$ cat src/rtl/spi_bus_arbiter.sv
// Purpose: shares one SPI transaction engine between instruction fetch and data port, with address decode and error return.
// Latency: request sampled in IDLE -> start next cycle -> ready one cycle after done; decode errors complete in 1 cycle.
// Backpressure: requesters hold req/addr until their ready pulse; one transaction outstanding; data wins unless fetch has waited MAX_DATA_RUN grants.
module spi_bus_arbiter #(
  parameter logic [31:0] FLASH_BASE_ADDR = 32'h00000000,
  parameter logic [31:0] PSRAM_BASE_ADDR = 32'h01000000,
  parameter int          MAX_DATA_RUN    = 4,
  parameter int          TIMEOUT_CYCLES  = 1024
) (
  input  logic        clk,
  input  logic        rst,
  // instruction fetch port
  input  logic        i_instr_req,
  input  logic [31:0] i_instr_addr,
  output logic [31:0] o_instr_data,
  output logic        o_instr_ready,
  // data port
  input  logic        i_mem_re,
  input  logic        i_mem_we,
  input  logic [31:0] i_mem_addr,
  input  logic [31:0] i_mem_wdata,
  input  logic [2:0]  i_mem_flag,
  output logic [31:0] o_mem_rdata,
  output logic        o_mem_ready,
  // SPI engine side
  output logic        o_spi_start,
  output logic        o_spi_sel,
  output logic        o_spi_we,
  output logic [23:0] o_spi_addr,
  output logic [31:0] o_spi_wdata,
  output logic [2:0]  o_spi_flag,
  output logic        o_spi_abort,
  input  logic        i_spi_done,
  input  logic [31:0] i_spi_rdata,
  // error report, coincident with the errored ready
  output logic        o_bus_error
);

  // Counter sized to hold TIMEOUT_CYCLES-1; it never needs to go past that value.
  localparam int CNT_W = (TIMEOUT_CYCLES > 2) ? $clog2(TIMEOUT_CYCLES) : 1;
  // Run counter sized to hold MAX_DATA_RUN itself.
  localparam int RUN_W = (MAX_DATA_RUN > 0) ? $clog2(MAX_DATA_RUN + 1) : 1;

  localparam logic [CNT_W-1:0] CNT_LAST = CNT_W'(TIMEOUT_CYCLES - 1);
  localparam logic [RUN_W-1:0] RUN_MAX  = RUN_W'(MAX_DATA_RUN);
  // Fetches are always full-word reads.
  localparam logic [2:0]       FETCH_FLAG = 3'b010;

  typedef enum logic [1:0] {
    S_IDLE  = 2'd0,
    S_ISSUE = 2'd1,
    S_WAIT  = 2'd2,
    S_RESP  = 2'd3
  } state_t;

  state_t            state_q,       state_d;
  logic [RUN_W-1:0]  data_run_q,    data_run_d;
  logic [CNT_W-1:0]  tmo_cnt_q,     tmo_cnt_d;
  logic              owner_mem_q,   owner_mem_d;
  logic              spi_start_q,   spi_start_d;
  logic              spi_sel_q,     spi_sel_d;
  logic              spi_we_q,      spi_we_d;
  logic [23:0]       spi_addr_q,    spi_addr_d;
  logic [31:0]       spi_wdata_q,   spi_wdata_d;
  logic [2:0]        spi_flag_q,    spi_flag_d;
  logic              spi_abort_q,   spi_abort_d;
  logic              instr_ready_q, instr_ready_d;
  logic [31:0]       instr_data_q,  instr_data_d;
  logic              mem_ready_q,   mem_ready_d;
  logic [31:0]       mem_rdata_q,   mem_rdata_d;
  logic              bus_error_q,   bus_error_d;

  logic        instr_pend;
  logic        data_pend;
  logic        grant_instr;
  logic        grant_data;
  logic [31:0] cand_addr;
  logic [31:0] cand_wdata;
  logic [2:0]  cand_flag;
  logic        cand_we;
  logic        hit_flash;
  logic        hit_psram;
  logic        dec_err;

  logic        resp_fire;
  logic        resp_err;
  logic        resp_to_mem;
  logic [31:0] resp_data;

  // Arbitration and address decode of the candidate request (only acted on in IDLE).
  always_comb begin
    instr_pend  = i_instr_req;
    data_pend   = i_mem_re | i_mem_we;
    // Fetch wins only when it is alone or data has used up its run.
    grant_instr = instr_pend && (!data_pend || (data_run_q >= RUN_MAX));
    grant_data  = data_pend && !grant_instr;

    cand_addr   = grant_instr ? i_instr_addr : i_mem_addr;
    cand_wdata  = grant_instr ? 32'h0        : i_mem_wdata;
    cand_flag   = grant_instr ? FETCH_FLAG   : i_mem_flag;
    // re and we together is treated as a write.
    cand_we     = grant_instr ? 1'b0         : i_mem_we;

    hit_flash   = (cand_addr[31:24] == FLASH_BASE_ADDR[31:24]);
    hit_psram   = (cand_addr[31:24] == PSRAM_BASE_ADDR[31:24]);
    // Flash is read-only from this port, so a flash write is rejected here.
    dec_err     = !(hit_flash || hit_psram) || (hit_flash && cand_we);
  end

  // Next-state and next-output computation for the sequencer.
  always_comb begin
    state_d       = state_q;
    data_run_d    = data_run_q;
    tmo_cnt_d     = tmo_cnt_q;
    owner_mem_d   = owner_mem_q;
    spi_sel_d     = spi_sel_q;
    spi_we_d      = spi_we_q;
    spi_addr_d    = spi_addr_q;
    spi_wdata_d   = spi_wdata_q;
    spi_flag_d    = spi_flag_q;
    instr_data_d  = instr_data_q;
    mem_rdata_d   = mem_rdata_q;
    // pulse outputs default low
    spi_start_d   = 1'b0;
    spi_abort_d   = 1'b0;
    instr_ready_d = 1'b0;
    mem_ready_d   = 1'b0;
    bus_error_d   = 1'b0;

    resp_fire     = 1'b0;
    resp_err      = 1'b0;
    resp_to_mem   = owner_mem_q;
    resp_data     = 32'h0;

    case (state_q)
      S_IDLE: begin
        if (grant_instr || grant_data) begin
          owner_mem_d = grant_data;
          spi_sel_d   = ~hit_flash;
          spi_we_d    = cand_we;
          spi_addr_d  = cand_addr[23:0];
          spi_wdata_d = cand_wdata;
          spi_flag_d  = cand_flag;

          // Run length only grows while fetch is actually being held off.
          if (grant_data && instr_pend) begin
            data_run_d = data_run_q + 1'b1;
          end else begin
            data_run_d = '0;
          end

          if (dec_err) begin
            resp_fire   = 1'b1;
            resp_err    = 1'b1;
            resp_data   = 32'hFFFF_FFFF;
            resp_to_mem = grant_data;
          end else begin
            state_d     = S_ISSUE;
            spi_start_d = 1'b1;
          end
        end
      end

      S_ISSUE: begin
        state_d   = S_WAIT;
        tmo_cnt_d = '0;
      end

      S_WAIT: begin
        // done has priority over a timeout landing in the same cycle
        if (i_spi_done) begin
          resp_fire = 1'b1;
          resp_data = i_spi_rdata;
        end else if (tmo_cnt_q == CNT_LAST) begin
          resp_fire   = 1'b1;
          resp_err    = 1'b1;
          resp_data   = 32'hFFFF_FFFF;
          spi_abort_d = 1'b1;
        end else begin
          tmo_cnt_d = tmo_cnt_q + 1'b1;
        end
      end

      S_RESP: begin
        state_d = S_IDLE;
      end

      default: begin
        state_d = S_IDLE;
      end
    endcase

    // Route the completion to whichever port owns the transaction.
    if (resp_fire) begin
      state_d     = S_RESP;
      bus_error_d = resp_err;
      if (resp_to_mem) begin
        mem_ready_d = 1'b1;
        mem_rdata_d = resp_data;
      end else begin
        instr_ready_d = 1'b1;
        instr_data_d  = resp_data;
      end
    end
  end

  // State and registered outputs; reset clears everything so no pulse leaks out.
  always_ff @(posedge clk) begin
    if (rst) begin
      state_q       <= S_IDLE;
      data_run_q    <= '0;
      tmo_cnt_q     <= '0;
      owner_mem_q   <= 1'b0;
      spi_start_q   <= 1'b0;
      spi_sel_q     <= 1'b0;
      spi_we_q      <= 1'b0;
      spi_addr_q    <= '0;
      spi_wdata_q   <= '0;
      spi_flag_q    <= '0;
      spi_abort_q   <= 1'b0;
      instr_ready_q <= 1'b0;
      instr_data_q  <= '0;
      mem_ready_q   <= 1'b0;
      mem_rdata_q   <= '0;
      bus_error_q   <= 1'b0;
    end else begin
      state_q       <= state_d;
      data_run_q    <= data_run_d;
      tmo_cnt_q     <= tmo_cnt_d;
      owner_mem_q   <= owner_mem_d;
      spi_start_q   <= spi_start_d;
      spi_sel_q     <= spi_sel_d;
      spi_we_q      <= spi_we_d;
      spi_addr_q    <= spi_addr_d;
      spi_wdata_q   <= spi_wdata_d;
      spi_flag_q    <= spi_flag_d;
      spi_abort_q   <= spi_abort_d;
      instr_ready_q <= instr_ready_d;
      instr_data_q  <= instr_data_d;
      mem_ready_q   <= mem_ready_d;
      mem_rdata_q   <= mem_rdata_d;
      bus_error_q   <= bus_error_d;
    end
  end

  assign o_spi_start   = spi_start_q;
  assign o_spi_sel     = spi_sel_q;
  assign o_spi_we      = spi_we_q;
  assign o_spi_addr    = spi_addr_q;
  assign o_spi_wdata   = spi_wdata_q;
  assign o_spi_flag    = spi_flag_q;
  assign o_spi_abort   = spi_abort_q;
  assign o_instr_ready = instr_ready_q;
  assign o_instr_data  = instr_data_q;
  assign o_mem_ready   = mem_ready_q;
  assign o_mem_rdata   = mem_rdata_q;
  assign o_bus_error   = bus_error_q;

endmodule

$ cat config.mk
export PLATFORM = sky130hd
export DESIGN_NAME = spi_bus_arbiter
export DESIGN_NICKNAME = d
export VERILOG_FILES = /design/src/rtl/spi_bus_arbiter.sv
export SDC_FILE = /design/constraint.sdc
export NUM_CORES = 1
export LEC_CHECK = 0
export CORE_UTILIZATION = 42
export CTS_CLUSTER_DIAMETER = 200
export DETAILED_ROUTE_END_ITERATION = 8
export PLACE_DENSITY = 0.86
export SLEW_MARGIN = 0
export SYNTH_ARGS = -nofsm -noshare
export SYNTH_HDL_FRONTEND = slang
export SYNTH_SLANG_ARGS = --single-unit
export TNS_END_PERCENT = 50
$ cat constraint.sdc
create_clock -name clk -period 2.7 [get_ports clk]
set_clock_uncertainty 0.05 [all_clocks]
set_input_delay 0.27 -clock clk [delete_from_list [all_inputs] [get_ports clk]]
set_output_delay 0.27 -clock clk [all_outputs]
set_load 0.005 [all_outputs]
### Word level (Yosys, flattened, before mapping)

Index checks and enable logic that the tools add are counted.

* flip-flop bits (word level): 146

* add/sub/neg operators: 2
* $lt $le $gt $ge: 1
* eq/ne operators: 9
* multiplexer cells: 30
* bitwise gates (word level): 7
* reduce and logical (&&, ||, !) cells: 23

Operator list (count)
* $mux W32: 6
* $pmux W32 S2: 1
* $mux W10: 2
* $pmux W10 S2: 1
* $mux W1: 12
* $add A10 B1 Y10 const B: 1
* $eq A10 B10 Y1 const B: 1
* $eq A8 B1 Y1 const B: 1
* $logic_not A8 Y1: 1
* $mux W2: 3
* $mux W3: 2
* $ne A3 B3 Y1 const B: 2
* $not A1 Y1: 6
* $pmux W2 S3: 1
* $reduce_and A2 Y1: 3
* $reduce_and A3 Y1: 2
* $eq A2 B2 Y1 const B: 2
* $logic_and A1 B1 Y1: 4
* $logic_or A1 B1 Y1: 4
* $ne A2 B2 Y1 const B: 2
* $pmux W1 S2: 2
* $reduce_bool A4 Y1: 1
* $reduce_or A2 Y1: 2
* $add A3 B1 Y3 const B: 1
* 7 further kinds: 9

### Depth between registers and ports, before layout

Gate-level depths: netlist of the first run.

* depth in word-level cells: 14
* mapped depth: 7
* depth with buffers taken out: 6

### Worst setup path before layout of the first run

No wires, ideal clock.

* kind: input to register
* start point: in i_instr_addr[28]
* end point: reg instr_data_q[0], in the netlist o_instr_data[0]
* data arrival time: 1.873 ns
* data required time: 2.578 ns
* setup slack: 0.705 ns
* cell stages on the path: 6
* buffers on the path: 1
* cells stage by stage: or4_1 and4bb_1 a211oi_4 o211ai_4 buf_6 mux2i_1

* cells in the longest elaborated chain, start to end: 10
* elaborated cells on any way between the ends: 18

Ends and longest elaborated chain
* from (decl): line 14 `input logic [31:0] i_instr_addr,`
* $mux W32 *: line 98 `cand_addr = grant_instr ? i_instr_addr : i_mem_addr;`
* $eq A8 B1 Y1 or $logic_not A8 Y1 (tied branches): line 105, 104
* $logic_or A1 B1 Y1: line 107 `dec_err = !(hit_flash || hit_psram) || (hit_flash && cand_we);`
* $logic_not A1 Y1: line 107
* $logic_or A1 B1 Y1 *: line 107
* $mux W1: line 152 `if (dec_err) begin`
* $mux W1: line 137 `if (grant_instr || grant_data) begin`
* $mux W1: line 135 `case (state_q)`
* $not A1 Y1 (no line)
* $reduce_and A2 Y1 (no line)
* to (signal assigned): line 239 `instr_data_q <= instr_data_d;`
* to (decl): line 68 `logic [31:0] instr_data_q, instr_data_d;`

Every way passes the cells marked *; elsewhere a longest branch is shown, timed or not.
A chain may end at the register's enable or synchronous reset.

### Final worst setup path of the first run

* start point: in i_mem_we
* end point: reg mem_rdata_q[15], in the netlist o_mem_rdata[15]

* cells in the longest elaborated chain, start to end: 13
* elaborated cells on any way between the ends: 25

Ends and longest elaborated chain
* from (decl): line 19 `input logic i_mem_we,`
* $or A1 B1 Y1: line 93 `data_pend = i_mem_re | i_mem_we;`
* $logic_not A1 Y1: line 95 `grant_instr = instr_pend && (!data_pend || (data_run_q >= RUN_MAX));`
* $logic_or A1 B1 Y1: line 95
* $logic_and A1 B1 Y1: line 95
* $mux W32: line 98
* $eq A8 B1 Y1 or $logic_not A8 Y1 (tied branches): line 105, 104
* $logic_or A1 B1 Y1: line 107
* $logic_not A1 Y1: line 107
* $logic_or A1 B1 Y1: line 107
* $mux W1: line 152
* $mux W1: line 137
* $pmux W1 S2 or $mux W1 (tied branches): line 135
* $reduce_and A2 Y1 (no line)
* to (signal assigned): line 241 `mem_rdata_q <= mem_rdata_d;`
* to (decl): line 70 `logic [31:0] mem_rdata_q, mem_rdata_d;`

Several ways; a longest one is shown, not always the timed one.

==> results of run 1 <==
-- registers in the layout (all words and copies together), names as in the netlist, 2 cells and up --
| register | cells |
|---|---|
| o_instr_data | 32 |
| o_spi_flag | 3 |
| tmo_cnt_q | 10 |
| o_spi_addr | 24 |
| state_q | 2 |
| data_run_q | 3 |
| o_mem_rdata | 32 |
| o_spi_wdata | 32 |
-- per-layer routing --
metal | GRT usage | share of wire | vias up | routed length (um)
met3 | 0.08585 | 0.087 | 28 | 1500
li1 | - | - | 2772 | -
met2 | 0.4037 | 0.49 | 234 | 8440
met4 | 0.09954 | 0.024 | 0 | 420
met5 | 0 | 0 | - | 0
met1 | 0.2699 | 0.40 | 2650 | 6890
-- area by class of cell --
cell class,count,area [um2]
inverter,5,18.77
sequential,146,2923
fill,1085,4468
tap,180,225.2
multi-input combinational,433,2733
timing repair buffer,283,2848
clock buffer,20,456.7
clock inverter,12,155.1
-- power by group --
part / total (mW) / switching [mW] / leakage (nW) / internal (mW)
registers: 2.66 / 0.181 / 1.20 / 2.48
clock network: 2.41 / 0.912 / 0.285 / 1.50
logic: 1.78 / 0.739 / 2.30 / 1.04
total: 6.86 / 1.83 / 3.79 / 5.02
-- layout by cell type, fill, tap and decap left out, types with 3 or more instances in the layout --
master / n
a22oi_1: 39
a211oi_1: 5
nor3_1: 6
inv_1: 3
nand3_1: 4
a311oi_1: 24
a41oi_1: 3
nand2_1: 123
buf_12: 5
dfxtp_1: 146
nand4_1: 4
nor2b_1: 3
clkbuf_16: 17
buf_4: 12
a21oi_1: 9
mux2i_1: 66
o31ai_1: 32
and3_1: 4
clkinvlp_4: 5
bufinv_16: 3
clkdlybuf4s50_1: 265
nor2_1: 73
-- stage by stage --
stage	hold slack, ns	cell area, um2
final	0.3540	9359
after global routing	0.3700	9359
after CTS	0.3486	9359
after detailed placement	0.4022	8747
after global placement	0.3920	8747
after floorplan	0.3683	5916
-- how the worst max path moves through the flow --
| stage | slack (ns) | to | from |
|---|---|---|---|
| after CTS | 0.47 | o_mem_rdata[15] | i_mem_we |
| after global routing | 0.33 | o_mem_rdata[17] | tmo_cnt_q[0] |
| after floorplan | 0.71 | o_instr_data[0] | i_instr_addr[28] |
| after global placement | 0.19 | o_mem_rdata[23] | i_instr_addr[28] |
| final | 0.47 | o_mem_rdata[15] | i_mem_we |
| after detailed placement | 0.05 | o_mem_rdata[15] | i_mem_we |
-- critical path, stage by stage --
cell and delay (ns):
clkdlybuf4s50_1 0.50, o21bai_1 0.22, nand2_1 0.13, o41ai_2 0.69
o2bb2ai_4 0.19, buf_12 0.26, mux2i_1 0.23
-- kinds of logic (layout without fill, tap and decap cells) --
group | count (synthesis) | after routing
XOR/XNOR | 2 | 2
adder cells (fa/ha/maj) | 2 | 2
buffers and inverters | 59 | 320
multiplexers | 66 | 66
flip-flops | 146 | 146
AO/OA/AOI/OAI | 128 | 128
AND/OR/NAND/NOR | 235 | 235
==> metrics.cfg, run 1 <==
[worst_setup_path]
r2r_cells = 7
worstPathArrival_ns = 2.52
crit_type = in2reg
crit_fanout = 32
worstPathRequired_ns = 2.99
startpoint_type = primary input
end_kind = flip-flop
regToRegSetupSlack_ns = 0.48
regToRegStartpoint = tmo_cnt_q[1]
r2r-end = o_mem_rdata[15]

[routing]
num_vias = 5684
avgViaCountPerCell = 5.268
totalWireLength_um = 17250
drc = 0
firstDrtPassIters = 4
postRouteAntennaNets = 0
post_drt_wl_per_cell_um = 15.99
drt_iter0_drc = 279

[synthesis]
ys_types = 50
synth-xor-area-share = 0.002961
synth_nets = 777
yosysWarnings = 0
synth_top_cell_area_share = 0.4941
postSynth.asyncResetShare = 0
synth-simple-area-share = 0.1660
synth_edf_count = 0
syn_area_per_cell_um2 = 9.272
syn_area_um2 = 5916
ys_top_cells_by_count = 146 x dfxtp_1, 123 x nand2_1, 74 x nor2_1
ys_seq_area_frac = 0.4941
synth_cells = 638
synth.mux.area_fraction = 0.1117
ys_ff_latch = 146
synth_area_leaders = dfxtp_1 49%, mux2i_1 11%, nand2_1 7.8%, a22oi_1 4.9%, nor2_1 4.7%
synth_area_leader_cell = dfxtp_1
synth_top_family_by_area = compound AO/OA/AOI/OAI gates
synth_fa_ha_area_frac = 0.004230
synth_compound_area_frac = 0.1753
ys.flop_type = dfxtp_1
synth_most_common_cell = dfxtp_1

[timing]
fin_ws_ns = 0.4732
finalHoldViolations = 0
tns_ns = 0
period_needed_ns = 2.227
maxSlewHeadroom = 0.4423
tightestPinTransition_ns = 0.8365
finalMaxSlewViolations = 0
final.period_utilization = 0.8247
max_clock_freq_mhz = 449.1
rsz0062_at_grt = no
setup_viol = 0

[power_and_ir_drop]
p_leak_nw = 3.788
powerDensity_nw_per_um2 = 732.5
vdd_drop_max_mv = 0.4382
finalPower_mw = 6.855

[outcome]
status = completed

[flow_run]
cap_violations = 0

[floorplan]
initial_utilization = 0.4278
die_h_um = 120.7
die-area_um2 = 14560
core_area_um2 = 13830
io_pins = 267
fp.dieW_um = 120.7
rows = 43

[cts]
cts_setup_buffers = 0
cts_resized = 0
htreeDepth = 4
cts_buffer_depth = 2
clk_latency_ns = 0.42
holdBufCountCts = 0
clock_sinks = 146
clk_pin_slew_worst_paths_ns = 0.06
cts-buffers-inserted = 17
cts_root_buffer = clkbuf_16
cts_tree = yes

[grt]
grt_max_degree = 98
grt_pass1_wl_um = 26850
grt_overflow_total = 0
grt_pass1_vias = 5360
grt_use_total = 0.2382
grt_antenna_before_repair = 0

[placement]
dp_cells = 1047
dp_worst_setup_slack_ns = 0.04789
dpl.hpwl_um = 12010
port_buffers = 266
gp_congestion = 0.7900

[hold_path]
min_path_type = in2reg
hold-path-cell-count = 5
holdCritStartpoint = rst
hold_end = o_instr_data[9]

[cells_and_area]
final-instance-count-excl-fill = 1079
syn2layout_area_growth_pct = 58.21
num_antenna_cells = 0
drive_gt1_frac = 0.06674
final_util = 0.6769
nets = 1025

(Power assumes the default switching activity.)
==> inputs of run 2 (changes only) <==
--- a/config.mk
+++ b/config.mk
@@ -5,10 +5,10 @@
 export SDC_FILE = /design/constraint.sdc
 export NUM_CORES = 1
 export LEC_CHECK = 0
-export CORE_UTILIZATION = 42
+export CORE_UTILIZATION = 38
 export CTS_CLUSTER_DIAMETER = 200
 export DETAILED_ROUTE_END_ITERATION = 8
-export PLACE_DENSITY = 0.86
+export PLACE_DENSITY = 0.82
 export SLEW_MARGIN = 0
 export SYNTH_ARGS = -nofsm -noshare
 export SYNTH_HDL_FRONTEND = slang
==> constraint.sdc (replaced) <==
create_clock -name clk -period 2 [get_ports clk]
set_clock_uncertainty 0.05 [all_clocks]
set_input_delay 0.2 -clock clk [delete_from_list [all_inputs] [get_ports clk]]
set_output_delay 0.2 -clock clk [all_outputs]
set_load 0.005 [all_outputs]
==> run 2 against run 1 <==
The flow now finishes with violations (setup timing). Flip-flop and latch count is the same. Global-route usage down 0.42 points. Power up 36%. Critical endpoint is now o_mem_rdata[12]. Critical path type unchanged. Highest routed layer unchanged. Largest cell class is now non-clock buffers. Largest power group unchanged. Combinational power increased by 56%. Register-to-register slack worse by 0.42 ns. Setup slack worse by 0.47 ns. Sequential share of layout area decreased by 1.7 points. Routed wire length is 9.7% higher. Die area up 10%.
==> metrics.cfg, run 2 (synthesized netlist as in run 1, its figures left out) <==
[worst_setup_path]
crit_end = o_mem_rdata[12]
worstPathArrival_ns = 2.22  ; -0.30 ns
cp-startpoint = i_mem_we
regToRegSetupSlack_ns = 0.06  ; -0.42 ns
r2r-end = o_mem_rdata[12]
r2r_cells = 7  ; unchanged
crit_fanout = 35  ; +9.4%
startpoint_type = primary input
regToRegStartpoint = tmo_cnt_q[1]
worstPathRequired_ns = 2.22  ; -0.77 ns
end_kind = flip-flop
crit_type = in2reg

[placement]
dpl.hpwl_um = 12240  ; +1.9%
dp_cells = 1081  ; +3.2%
port_buffers = 266  ; unchanged
gp_congestion = 0.7465  ; -5.5%
dp_worst_setup_slack_ns = -0.5381  ; -0.5860 ns
dpl-instance-area_um2 = 9002  ; +2.9%

[outcome]
status = finished, violations left
failed_checks = setup timing

[cells_and_area]
nets = 1063  ; +3.7%
final_common_cell = clkdlybuf4s50_1
final-instance-count-excl-fill = 1125  ; +4.3%
num_antenna_cells = 0  ; unchanged
stdcell_area_um2 = 9908  ; +5.9%
drive_gt1_frac = 0.1345  ; +0.06773
mostFrequentLayoutCells = 261 x clkdlybuf4s50_1, 142 x dfxtp_1, 122 x nand2_1
syn2layout_area_growth_pct = 67.49

[power_and_ir_drop]
vdd_drop_max_mv = 0.5795  ; +32%
powerDensity_nw_per_um2 = 939.2  ; +28%
p_leak_nw = 4.092  ; +8.0%
finalPower_mw = 9.306  ; +36%

[timing]
max_clock_freq_mhz = 499.7
fin_ws_ns = -0.001249  ; -0.4745 ns
finalMaxSlewViolations = 0  ; unchanged
setup_viol = 1  ; +1
tightestPinTransition_ns = 0.4308  ; -0.4057 ns
final.period_utilization = 1.001
finalHoldViolations = 0  ; unchanged
maxSlewHeadroom = 0.7128  ; +0.2705
period_needed_ns = 2.001
rsz0062_at_grt = yes

[floorplan]
core_area_um2 = 15200  ; +9.9%
die-area_um2 = 16070  ; +10%
initial_utilization = 0.3891  ; -0.03870
die_h_um = 126.8  ; +5.0%
rows = 45  ; +4.7%
fp.dieW_um = 126.8  ; +5.0%
io_pins = 267  ; unchanged

[routing]
drt_iter0_drc = 276  ; -1.1%
post_drt_wl_per_cell_um = 16.82  ; +5.2%
drc = 0  ; unchanged
postRouteAntennaNets = 0  ; unchanged
num_vias = 5857  ; +3.0%
avgViaCountPerCell = 5.206  ; -1.2%
totalWireLength_um = 18920  ; +9.7%
firstDrtPassIters = 7  ; +3

[cts]
htreeDepth = 4  ; unchanged
clk_latency_ns = 0.41  ; about the same
clk_pin_slew_worst_paths_ns = 0.06  ; about the same
holdBufCountCts = 0  ; unchanged
cts_buffer_depth = 2  ; unchanged
cts-buffers-inserted = 17  ; unchanged
clock_sinks = 146  ; unchanged
cts_root_buffer = clkbuf_16
cts_tree = yes

[flow_run]
cap_violations = 0  ; unchanged

[grt]
grt_overflow_total = 0  ; unchanged
grt_pass1_wl_um = 29240  ; +8.9%
grt_use_total = 0.2340  ; -0.004226
grt_antenna_before_repair = 0  ; unchanged
grt_pass1_vias = 5855  ; +9.2%
grt_max_degree = 98  ; unchanged

[hold_path]
holdCritStartpoint = rst
min_path_type = in2reg

run 2: report_power, final:
part	internal, mW	switching (mW)	leakage, nW
clock	1.64	1.29	0.262
sequential	3.35	0.245	1.20
combinational	1.66	1.12	2.63
run 2: how the worst min path moves through the flow:
| stage | end | slack (ns) | depth (start not counted) |
|---|---|---|---|
| after floorplan | o_spi_flag[0] | 0.30 | 2 |
| after global placement | o_mem_rdata[30] | 0.39 | 2 |
| after detailed placement | o_mem_rdata[14] | 0.40 | 2 |
| after CTS | o_spi_wdata[7] | 0.23 | 3 |
| after global routing | o_spi_wdata[7] | 0.26 | 3 |
| final | o_spi_wdata[7] | 0.24 | 3 |
run 2: layout make-up:
type,instances,area (um2)
Clock buffer,20,446.7
Clock inverter,12,98.84
Fill cell,1244,5294
Inverter,5,18.77
Multi-Input combinational cell,433,2865
Sequential cell,146,2928
Tap cell,188,235.2
Timing Repair Buffer,321,3316
run 2: stage by stage:
| step | TNS (ns) | utilization | hold WS (ns) |
|---|---|---|---|
| final | -0.001249 | 0.6518 | 0.2370 |
| after floorplan | 0 | - | 0.2983 |
| after CTS | 0 | 0.6445 | 0.2342 |
| after global routing | -0.1644 | 0.6518 | 0.2619 |
| after detailed placement | -36.88 | 0.5922 | 0.4017 |
| after global placement | -34.30 | 0.5922 | 0.3931 |
run 2: critical path, stage by stage:
cell	delay, ns
clkdlybuf4s50_1	0.48
buf_4	0.18
o21ba_2	0.21
and4bb_4	0.35
a211oi_4	0.07
buf_12	0.19
o31ai_1	0.38
mux2i_1	0.14
run 2: what timing repair did:
item | CTS | global route
pin swaps | 9 | 8
cloned | 4 | 2
endpoints found under the setup margin | 64 | 64
resized for setup | 22 | 23
setup buffers | 6 | 3
run 2: routing by layer:
| metal | wire length [um] | vias to the layer above | share of wire | track usage |
|---|---|---|---|---|
| met5 | 0 | - | 0 | 0 |
| met3 | 1355 | 20 | 0.072 | 0.06959 |
| met2 | 9423 | 239 | 0.50 | 0.4176 |
| met4 | 294 | 0 | 0.016 | 0.08543 |
| met1 | 7845 | 2747 | 0.41 | 0.2638 |
| li1 | - | 2851 | - | - |
